===== config.mk =====
export PLATFORM = sky130hd
export DESIGN_NAME = muxn_rr_reg_flat
export DESIGN_NICKNAME = d
export VERILOG_FILES = /design/src/rtl/muxn_rr_reg_if.sv /design/src/rtl/muxn_rr_reg.sv /design/src/flat_wrapper.sv
export SDC_FILE = /design/constraint.sdc
export NUM_CORES = 1
export LEC_CHECK = 0
export BUFFER_PORTS_ARGS = -buffer_cell sky130_fd_sc_hd__buf_4
export CAP_MARGIN = 20
export CORE_MARGIN = 10
export CORE_UTILIZATION = 43
export CTS_CLUSTER_DIAMETER = 200
export CTS_CLUSTER_SIZE = 24
export DETAILED_ROUTE_END_ITERATION = 8
export GPL_TIMING_DRIVEN = 0
export PLACE_DENSITY = 0.78
export SKIP_LAST_GASP = 1
export SLEW_MARGIN = 10
export SYNTH_ARGS = -nofsm -noshare
export SYNTH_HDL_FRONTEND = slang
export SYNTH_SLANG_ARGS = --single-unit

===== constraint.sdc =====
create_clock -name clk -period 2.7 [get_ports clk]
set_input_delay 0.27 -clock clk [delete_from_list [all_inputs] [get_ports clk]]
set_output_delay 0.27 -clock clk [all_outputs]
set_load 0.01 [all_outputs]

===== src/rtl/muxn_rr_reg_if.sv =====
// Handshake bundle between N producers, the registered mux and one consumer.
// master = producer/consumer side, slave = mux side.
interface muxn_rr_reg_if #(
    parameter int N_CH = 4,
    parameter int DW   = 8
);
    localparam int SEL_W = $clog2(N_CH);

    logic [N_CH*DW-1:0] in_data;
    logic [N_CH-1:0]    in_valid;
    logic [N_CH-1:0]    in_ready;
    logic [DW-1:0]      out_data;
    logic [SEL_W-1:0]   out_ch;
    logic               out_valid;
    logic               out_ready;

    modport master (
        output in_data, in_valid, out_ready,
        input  in_ready, out_data, out_ch, out_valid
    );

    modport slave (
        input  in_data, in_valid, out_ready,
        output in_ready, out_data, out_ch, out_valid
    );
endinterface


===== src/rtl/muxn_rr_reg.sv =====
// N-channel registered mux, fixed-select or round-robin arbitration.
// Latency: 1 cycle from input transfer to out_valid; 1 transfer/cycle sustained.
// Backpressure: out_ready low with a held word stalls the register and drops every in_ready.
module muxn_rr_reg #(
    parameter int N_CH = 4,
    parameter int DW   = 8,
    localparam int SEL_W = $clog2(N_CH)
) (
    input  logic                 clk,
    input  logic                 rst_n,
    input  logic                 mode,
    input  logic [SEL_W-1:0]     sel,
    muxn_rr_reg_if.slave         bus
);
    logic [DW-1:0]    out_data_q, out_data_d;
    logic [SEL_W-1:0] out_ch_q,   out_ch_d;
    logic             out_valid_q, out_valid_d;
    logic [SEL_W-1:0] rr_ptr_q,   rr_ptr_d;

    logic             grant_vld;
    logic [SEL_W-1:0] grant_ch;
    logic [DW-1:0]    grant_dat;
    logic             load_en;
    logic             xfer;

    always_comb begin
        int idx;
        idx       = 0;
        grant_vld = 1'b0;
        grant_ch  = '0;
        grant_dat = '0;
        if (mode) begin
            // Walk channels from rr_ptr upward, wrapping at N_CH (not at 2**SEL_W).
            for (int off = 0; off < N_CH; off++) begin
                idx = int'(rr_ptr_q) + off;
                if (idx >= N_CH) idx = idx - N_CH;
                for (int k = 0; k < N_CH; k++) begin
                    if (!grant_vld && idx == k && bus.in_valid[k]) begin
                        grant_vld = 1'b1;
                        grant_ch  = SEL_W'(k);
                    end
                end
            end
        end else begin
            // Out-of-range sel matches no k, so nothing is granted.
            for (int k = 0; k < N_CH; k++) begin
                if (sel == SEL_W'(k) && bus.in_valid[k]) begin
                    grant_vld = 1'b1;
                    grant_ch  = sel;
                end
            end
        end
        for (int k = 0; k < N_CH; k++) begin
            if (grant_ch == SEL_W'(k)) grant_dat = bus.in_data[k*DW +: DW];
        end
    end

    assign load_en = !out_valid_q || bus.out_ready;
    assign xfer    = grant_vld && load_en && rst_n;

    always_comb begin
        for (int k = 0; k < N_CH; k++) begin
            bus.in_ready[k] = xfer && (grant_ch == SEL_W'(k));
        end
    end

    always_comb begin
        out_data_d  = out_data_q;
        out_ch_d    = out_ch_q;
        out_valid_d = out_valid_q;
        rr_ptr_d    = rr_ptr_q;
        if (xfer) begin
            out_data_d  = grant_dat;
            out_ch_d    = grant_ch;
            out_valid_d = 1'b1;
            if (mode) begin
                rr_ptr_d = (grant_ch == SEL_W'(N_CH - 1)) ? '0 : grant_ch + SEL_W'(1);
            end
        end else if (out_valid_q && bus.out_ready) begin
            out_valid_d = 1'b0;
        end
    end

    always_ff @(posedge clk) begin
        if (!rst_n) begin
            out_data_q  <= '0;
            out_ch_q    <= '0;
            out_valid_q <= 1'b0;
            rr_ptr_q    <= '0;
        end else begin
            out_data_q  <= out_data_d;
            out_ch_q    <= out_ch_d;
            out_valid_q <= out_valid_d;
            rr_ptr_q    <= rr_ptr_d;
        end
    end

    assign bus.out_data  = out_data_q;
    assign bus.out_ch    = out_ch_q;
    assign bus.out_valid = out_valid_q;
endmodule


===== src/flat_wrapper.sv =====
// flat-port wrapper written by rule: the top's interface ports become plain ports
module muxn_rr_reg_flat 
#(
    parameter int N_CH = 4,
    parameter int DW   = 8,
    localparam int SEL_W = $clog2(N_CH)
)
  (clk, rst_n, mode, sel, bus_in_data, bus_in_valid, bus_out_ready, bus_in_ready, bus_out_data, bus_out_ch, bus_out_valid);
  muxn_rr_reg_if #(.N_CH(N_CH), .DW(DW)) bus_i ();
  input  logic clk;
  input  logic rst_n;
  input  logic mode;
  input  logic [SEL_W-1:0] sel;
  input wire logic [$bits(bus_i.in_data)-1:0] bus_in_data;
  input wire logic [$bits(bus_i.in_valid)-1:0] bus_in_valid;
  input wire logic [$bits(bus_i.out_ready)-1:0] bus_out_ready;
  output wire logic [$bits(bus_i.in_ready)-1:0] bus_in_ready;
  output wire logic [$bits(bus_i.out_data)-1:0] bus_out_data;
  output wire logic [$bits(bus_i.out_ch)-1:0] bus_out_ch;
  output wire logic [$bits(bus_i.out_valid)-1:0] bus_out_valid;
  assign bus_i.in_data = bus_in_data;
  assign bus_i.in_valid = bus_in_valid;
  assign bus_i.out_ready = bus_out_ready;
  assign bus_in_ready = bus_i.in_ready;
  assign bus_out_data = bus_i.out_data;
  assign bus_out_ch = bus_i.out_ch;
  assign bus_out_valid = bus_i.out_valid;
  muxn_rr_reg #(.N_CH(N_CH), .DW(DW)) u_core (.clk(clk), .rst_n(rst_n), .mode(mode), .sel(sel), .bus(bus_i));
endmodule

# After elaboration in Yosys (flattened, before gate mapping)
# Cells that the tools add are included.
# op_classes
n_addsub	8
n_lt_le_gt_ge	4
n_eq_ne	18
mux	71
n_reduce_logical	67
# op_table
cell	count
32-bit by 3-bit equality test with 1-bit output (second input constant)	8
32-bit 2-to-1 mux	8
32-bit by 2-bit equality test with 1-bit output (second input constant)	4
32-bit logical NOT	4
32-bit by 4-bit >= comparator with 1-bit output (second input constant)	3
32-bit by 4-bit subtractor with 32-bit output (second input constant)	3
1-bit logical AND	42
2-bit 2-to-1 mux	20
1-bit 2-to-1 mux	39
8-bit 2-to-1 mux	4
1-bit logical NOT	16
2-bit equality test (second input constant)	4
2-bit by 2-bit adder with 3-bit output (second input constant)	2
2-bit by 1-bit equality test with 1-bit output (second input constant)	2
2-bit logical NOT	2
2-bit by 3-bit subtractor with 4-bit output (second input constant)	1
2-bit by 1-bit adder with 3-bit output (second input constant)	1
2-bit by 3-bit >= comparator with 1-bit output (second input constant)	1
2-bit by 1-bit adder with 2-bit output (second input constant)	1
2-bit AND reduction	1
2-bit nonzero test	1
1-bit logical OR	1
# totals
reg_bits	13
inputBits	42
elab_cells	172

# Longest topological paths before layout
# Gate-level depths: netlist (run 1).
# depth
depth_word	87
depth_mapped	11
mapped_depth_nobuf	11

# Worst setup path before layout (run 1)
# Ideal clock, no wire load.
# synth_timing
path_type	register to output
from	reg u_core.rr_ptr_q[1]
to	out bus_in_ready[3]
t_arrival_ns	1.903
required_time_ns	2.430
setup_slack_ns	0.527
stages_incl_launch_ff	10
cell_sequence	dfxtp_1 mux2i_1 nor2_1 nor3_1 a21oi_1 inv_1 ha_1 clkbuf_1 clkbuf_1 and2_2
# synth_between
word_cells_on_any_way	133
cone_classes	add/sub: 7; order compare: 4; eq/ne: 13; mux: 56; reduce/logical: 53
# synth_rtl
element	line_no	text
from (decl)	muxn_rr_reg.sv:18	logic [SEL_W-1:0] rr_ptr_q, rr_ptr_d;
from (signal assigned)	muxn_rr_reg.sv:94	rr_ptr_q <= rr_ptr_d;
2-bit by 3-bit subtractor with 4-bit output / 2-bit by 3-bit >= comparator with 1-bit output (equally long branches)	muxn_rr_reg.sv:36	if (idx >= N_CH) idx = idx - N_CH;
32-bit 2-to-1 mux	muxn_rr_reg.sv:36	
32-bit 2-to-1 mux	muxn_rr_reg.sv:32	if (mode) begin
32-bit logical NOT	muxn_rr_reg.sv:38	if (!grant_vld && idx == k && bus.in_valid[k]) begin
1-bit logical AND	muxn_rr_reg.sv:38	
1-bit 2-to-1 mux	muxn_rr_reg.sv:38	
1-bit 2-to-1 mux	muxn_rr_reg.sv:32	
1-bit logical NOT	muxn_rr_reg.sv:38	
(+68 left out)	--	
1-bit 2-to-1 mux	muxn_rr_reg.sv:32	
1-bit logical NOT	muxn_rr_reg.sv:38	
1-bit logical AND (2 in a row)	muxn_rr_reg.sv:38	
2-bit 2-to-1 mux *	muxn_rr_reg.sv:38	
2-bit 2-to-1 mux *	muxn_rr_reg.sv:32	
named net u_core.grant_ch[0]	muxn_rr_reg.sv:21	logic [SEL_W-1:0] grant_ch;
2-bit equality test *	muxn_rr_reg.sv:63	bus.in_ready[k] = xfer && (grant_ch == SEL_W'(k));
1-bit logical AND *	muxn_rr_reg.sv:63	
to (decl)	flat_wrapper.sv:17	output wire logic [$bits(bus_i.in_ready)-1:0] bus_in_ready;
# The timed path passes the listed nets; every way through them passes the cells marked *. The select of a mux whose other input is x is not followed.

# Final worst setup path (run 1)
# Ends and elaborated chain as after synthesis.

==> impl_metrics.toml, run 1 <==
[status]
status = "completed"

[floorplan]
dieHeight_um = 67.2
design.portCount = 57
start_util = 0.442
die_x_um = 67.2
placementRows = 17
design.die.area_um2 = 4520
core_area_um2 = 2170

[routing]
wirelength_um = 2830
dr_total_vias = 1016
drc_errors = 0
route.detailed.vias_per_inst = 5.00
detailroute.wirelength.met3_um = 267
routed-wl-met2_um = 1350
ant_nets_after_route = 0
highest-signal-layer = "met3"
routed_wire_length_per_instance_um = 13.9
detail_route.wirelength.met1_um = 1210
detail_route.iter0.violations = 35
drtPass1Iterations = 4

[setup_path]
crit_buf_inv = 3
startpoint_type = "register"
worst-r2r-setup-slack_ns = 0.25
cell_occurring_most_often_along_the_worst_timing_path = "a21oi_1"
critical-path-max-stage-delay_ns = 0.35
critical_path_class = "reg -> out"
cp_cell_sequence = "nand2b_1 -> a21oi_1 -> nor3_1 -> a21oi_1 -> inv_1 -> ha_2 -> clkbuf_2 -> and2_2 -> buf_4"
worst_path_max_delay_cell = "dfxtp_2"
timing.critical_path.to_type = "output port"
worstPathMaxFanout = 10
crit_arrival_ns = 2.23
required_ns = 2.43
path_delay_family = "compound AO/OA/AOI/OAI gates"

[cts]
htreeDepth = 1
clock-root-buffer = "clkbuf_4"
clockBufferDepth = 2
tritoncts_clock_tree = "built"
cts_sinks = 13
cts_inserted_buffers = 3
clk_latency_worst_skew_pair_ns = 0.27
clk_pin_slew_ns = 0.07

[placement]
globalplace.congestion = 0.755
io_buffer_count = 56
dp_hpwl_um = 2540

[finish]
most_common_library_cell_in_the_layout_ignoring_fill_and_taps = "buf_4"
drive_gt1_frac = 0.446
fillers = 202
nNetsFinal = 222
area_delta_synth_final_pct = 50.7
final_util = 0.666
layout_common_cells = "buf_4, a21oi_1, dfxtp_1"
num_antenna_cells = 0

[run]
max-cap-violations = 0

[sta]
grt_setup_unrepaired = "yes"
max_freq_ghz = 0.399
worst_slew_margin_rel = 0.625
skew_ns = 0.00168
setup-violations-final = 0
timing.final.max_slew_violations = 0
min_period_ns = 2.50
final.period_utilization = 0.928
timing_hold_violations_final = 0
timing_worst_slew_pin_value_ns = 0.557

[grt]
grt_pass1_wl_um = 4640
global_route.overflow_total = 0
number_of_global_route_vias_before_repair = 1113
grt_util_all_layers = 0.126
maximum_number_of_pins_on_one_net_before_global_route_repair = 11
number_of_antenna_violations_at_the_first_check_in_global_routing = 0

[yosys]
synth-edff-count = 0
yosysWarningCount = 0
ys_seq_area_frac = 0.272
syn_inst = 116
netlist-cell-type-count = 30
synth_seq_cells = 13
synth_ff_type = "dfxtp_1"
synth_area_per_cell_um2 = 8.26
synth.net_count = 162
netlist_area_um2 = 958
synth-async-reset-ratio = 0

[pwr]
power_leakage_nw = 0.670
part_of_the_power_in_registers = 0.377
power.share.switching = 0.322
power_report.internal_total_w = 0.000426
power.density_cell_area_nw_per_um2 = 435
vdd.ir_drop.worst_mv = 0.237
power.share.clock = 0.181
share_comb_of_total_power = 0.442
net-switching-power_w = 0.000202
finalPower_w = 0.000629

[worst_hold_path]
timing.hold.worst.class = "in -> reg"
[worst reg2reg max path, cell delays in order (launching register included)]
cell,delay (ns)
dfxtp_2,0.35
nand2b_1,0.14
a21oi_1,0.15
nor3_1,0.09
a21oi_1,0.34
inv_1,0.13
ha_1,0.24
nor2b_1,0.37
a221oi_1,0.14
nor3_1,0.21
a21oi_1,0.08
a21oi_1,0.15
[layer usage]
| layer | up-vias | track usage |
|---|---|---|
| met4 | 0 | 0.0385 |
| met5 | - | 0 |
| li1 | 541 | - |
| met3 | 0 | 0.0496 |
| met1 | 435 | 0.140 |
| met2 | 40 | 0.218 |
[final cells by class]
class | instances | area [um^2] | share of cell area
well taps | 28 | 35.0 | 0.0243
multi-input cells | 90 | 627 | 0.434
plain buffers | 6 | 51.3 | 0.0355
inverters | 6 | 22.5 | 0.0156
flip-flops and latches | 13 | 262 | 0.181
clock buffers | 4 | 26.3 | 0.0182
repair buffers | 56 | 420 | 0.291
[path summary, 6_finish.rpt]
kind / from / to / depth (start not counted)
min: rst_n / u_core.bus.out_valid / 2
min reg2reg: u_core.bus.out_ch[0] / u_core.bus.out_ch[0] / 2
max reg2reg: u_core.rr_ptr_q[1] / u_core.bus.out_data[1] / 11
max: u_core.rr_ptr_q[1] / bus_in_ready[3] / 9
[registers in the layout, indices dropped and copies added (netlist names)]
name	cells
u_core.bus.out_data	8
u_core.rr_ptr_q	2
u_core.bus.out_ch	2
u_core.bus.out_valid	1
[synth_stat cells, types with 2 or more instances]
cell type | n | area share
a21oi_1 | 26 | 0.14
nor3_1 | 8 | 0.042
clkbuf_1 | 4 | 0.016
o21a_1 | 2 | 0.016
nor2_1 | 2 | 0.0078
a221oi_1 | 7 | 0.064
mux2i_1 | 6 | 0.063
inv_1 | 6 | 0.023
and2_2 | 3 | 0.023
buf_6 | 2 | 0.023
dfxtp_1 | 13 | 0.27
ha_1 | 4 | 0.052
nor2b_1 | 9 | 0.059
nand2_1 | 5 | 0.020
a21oi_2 | 3 | 0.027
and2_1 | 2 | 0.013
[cells by family (layout without fill, tap and decap cells)]
kind of cell	Yosys count	in the layout	synth area share
AOI/OAI and AO/OA	44	44	0.300
and+or+nand+nor	34	34	0.201
DFF	13	13	0.272
buffers and inverters	13	72	0.0770
muxes	8	8	0.0979
adders and majority gates	4	4	0.0522
[what timing repair did]
item	CTS	global route
gates resized for setup	1	6
gates cloned	0	0
endpoints found under the setup margin	1	5
hold buffers	0	0
pin swaps	0	0
setup buffers	0	0
[per-stage QoR]
stage / worst slack (ns) / hold slack [ns] / cell area, um^2 / TNS, ns / instances
after floorplan: 0.527 / 0.417 / 958 / 0 / 116
after global placement: 0.152 / 0.445 / 1410 / 0 / 200
after global routing: -0.0160 / 0.299 / 1440 / -0.0160 / 203
after CTS: 0.0222 / 0.281 / 1440 / 0 / 203
final: 0.195 / 0.281 / 1440 / 0 / 203
after detailed placement: 0.146 / 0.452 / 1410 / 0 / 200
[power by group through the flow]
stage	sequential, W	clock, W	combinational, W
finish	0.000237	0.000114	0.000278
global route	0.000241	0.000125	0.000309
CTS	0.000237	0.000117	0.000281
detailed placement	0.000242	0	0.000279
global placement	0.000240	0	0.000275
floorplan	0.000251	0	0.000140
(Power assumes the default switching activity.)
==> inputs of run 2 (changes only) <==
--- a/config.mk
+++ b/config.mk
@@ -7,6 +7,7 @@
 export LEC_CHECK = 0
 export BUFFER_PORTS_ARGS = -buffer_cell sky130_fd_sc_hd__buf_4
 export CAP_MARGIN = 20
+export CORE_ASPECT_RATIO = 0.9
 export CORE_MARGIN = 10
 export CORE_UTILIZATION = 43
 export CTS_CLUSTER_DIAMETER = 200
==> run 2 against run 1 <==
  * Clock power rose by 11%
  * Largest power group unchanged
  * Largest cell class unchanged
  * Critical endpoint is now bus_in_ready[2]
  * Final area rose by 0.43%
  * Routed wire length rose by 11%
  * Combinational power rose by 4%
==> impl_metrics.toml, run 2 (synthesis results as in run 1) <==
[pwr]
share_comb_of_total_power = 0.444
power.share.clock = 0.193
net-switching-power_w = 0.000222
vdd.ir_drop.worst_mv = 0.271
power_report.internal_total_w = 0.000429
part_of_the_power_in_registers = 0.363
power.density_cell_area_nw_per_um2 = 449
power.share.switching = 0.341
power_leakage_nw = 0.672

[finish]
most_common_library_cell_in_the_layout_ignoring_fill_and_taps = "buf_4"
largest_reg_flops = 8
design_area_um2 = 1450
drive_gt1_frac = 0.457
area_delta_synth_final_pct = 51.3
nNetsFinal = 222
layout_common_cells = "buf_4, a21oi_1, dfxtp_1"
finalNonFillerCells = 202
fillers = 193
num_antenna_cells = 0

[setup_path]
required_ns = 2.43
cp_cell_sequence = "nand2b_1 -> a21oi_1 -> nor3_2 -> a21oi_1 -> ha_1 -> clkbuf_2 -> and2_2 -> buf_4"
r2r-start = "u_core.rr_ptr_q[1]"
worstPathMaxFanout = 10
critical-path-max-stage-delay_ns = 0.36
cell_occurring_most_often_along_the_worst_timing_path = "a21oi_1"
critical_path_class = "reg -> out"
crit_buf_inv = 2
timing.reg2reg.worst_path_depth = 11
timing.critical_path.to_type = "output port"
worst_path_max_delay_cell = "dfxtp_2"
crit_arrival_ns = 2.26
startpoint_type = "register"
path_delay_family = "compound AO/OA/AOI/OAI gates"
worst-r2r-setup-slack_ns = 0.29
rr_endpoint = "u_core.bus.out_data[3]"

[cts]
cts_sinks = 13
clockBufferDepth = 2
clk_latency_worst_skew_pair_ns = 0.29
htreeDepth = 1
clk_pin_slew_ns = 0.08
cts.hold.buffers_added = 0
tritoncts_clock_tree = "built"
cts_inserted_buffers = 3
number_of_buffers_added_for_setup_after_cts = 0
clock-root-buffer = "clkbuf_4"

[worst_hold_path]
hold_path_depth = 2
worst_hold_path.endpoint = "u_core.bus.out_valid"
timing.hold.worst.class = "in -> reg"
hold_path.startpoint = "rst_n"

[status]
status = "completed"

[sta]
grt_setup_unrepaired = "no"
max_freq_ghz = 0.396
finalSetupTns_ns = 0
timing.final.max_slew_violations = 0
setup-violations-final = 0
min_period_ns = 2.53
worst_slew_margin_rel = 0.624
timing_worst_slew_pin_value_ns = 0.559
skew_ns = 0.00464
timing.hold.ws_ns = 0.253
final.period_utilization = 0.936
timing_hold_violations_final = 0

[floorplan]
die_x_um = 69.8
start_util = 0.447
placementRows = 16
core_area_um2 = 2140
design.die.area_um2 = 4520
design.portCount = 57
dieHeight_um = 64.8

[placement]
dp_hpwl_um = 2660
io_buffer_count = 56
globalplace.congestion = 0.756
place_inst = 199
detailed_place.area_um2 = 1410

[grt]
grt_pass1_wl_um = 5260
grt_util_all_layers = 0.137
maximum_number_of_pins_on_one_net_before_global_route_repair = 11
number_of_global_route_vias_before_repair = 1206
number_of_antenna_violations_at_the_first_check_in_global_routing = 0
global_route.overflow_total = 0

[routing]
drtPass1Iterations = 4
routed_wire_length_per_instance_um = 15.6
detail_route.iter0.violations = 40
ant_nets_after_route = 0
drc_errors = 0
wirelength_um = 3150
dr_total_vias = 1082
route.detailed.vias_per_inst = 5.36

[run]
max-cap-violations = 0
## run 2: how the worst max path moves through the flow
stage / from / endpoint / slack, ns / cells past startpoint
floorplan: u_core.rr_ptr_q[1] / bus_in_ready[3] / 0.53 / 9
global placement: u_core.rr_ptr_q[1] / bus_in_ready[3] / 0.22 / 10
detailed placement: u_core.rr_ptr_q[1] / bus_in_ready[3] / 0.11 / 10
CTS: u_core.rr_ptr_q[1] / bus_in_ready[3] / 0.009 / 9
global route: u_core.rr_ptr_q[1] / bus_in_ready[3] / 0.02 / 9
finish: u_core.rr_ptr_q[1] / bus_in_ready[2] / 0.17 / 8
## run 2: per-stage QoR
step                 util  setup WS [ns]  power [W]
floorplan               -          0.527   0.000391
global placement    0.659          0.220   0.000516
detailed placement  0.659          0.110   0.000525
CTS                 0.671        0.00855   0.000650
global route        0.677         0.0233   0.000692
finish              0.677          0.174   0.000651
## run 2: area by class of cell
cell class              instances  area, um^2  area share
clock buffers                   4        26.3      0.0181
well taps                      27        33.8      0.0233
repair buffers                 56         420       0.290
flip-flops and latches         13         262       0.180
plain buffers                   6        51.3      0.0354
multi-input cells              90         634       0.437
inverters                       6        22.5      0.0155
## run 2: per-layer routing
layer / GRT usage / vias up / wire [um]
li1: - / 540 / -
met1: 0.142 / 497 / 1380
met2: 0.244 / 42 / 1510
met3: 0.0487 / 3 / 238
met4: 0.0591 / 0 / 21
met5: 0 / - / 0
## run 2: repair_timing
item / in CTS / in global routing
gates resized for setup: 2 / 6
cloned: 0 / 0
endpoints found under the setup margin: 2 / 7
## run 2: power by group through the flow
stage               Sequential (W)  Clock [W]  Combinational (W)
floorplan                 0.000251          0           0.000140
global placement          0.000239          0           0.000277
detailed placement        0.000241          0           0.000285
CTS                       0.000236   0.000126           0.000288
global route              0.000240   0.000134           0.000318
finish                    0.000236   0.000126           0.000289
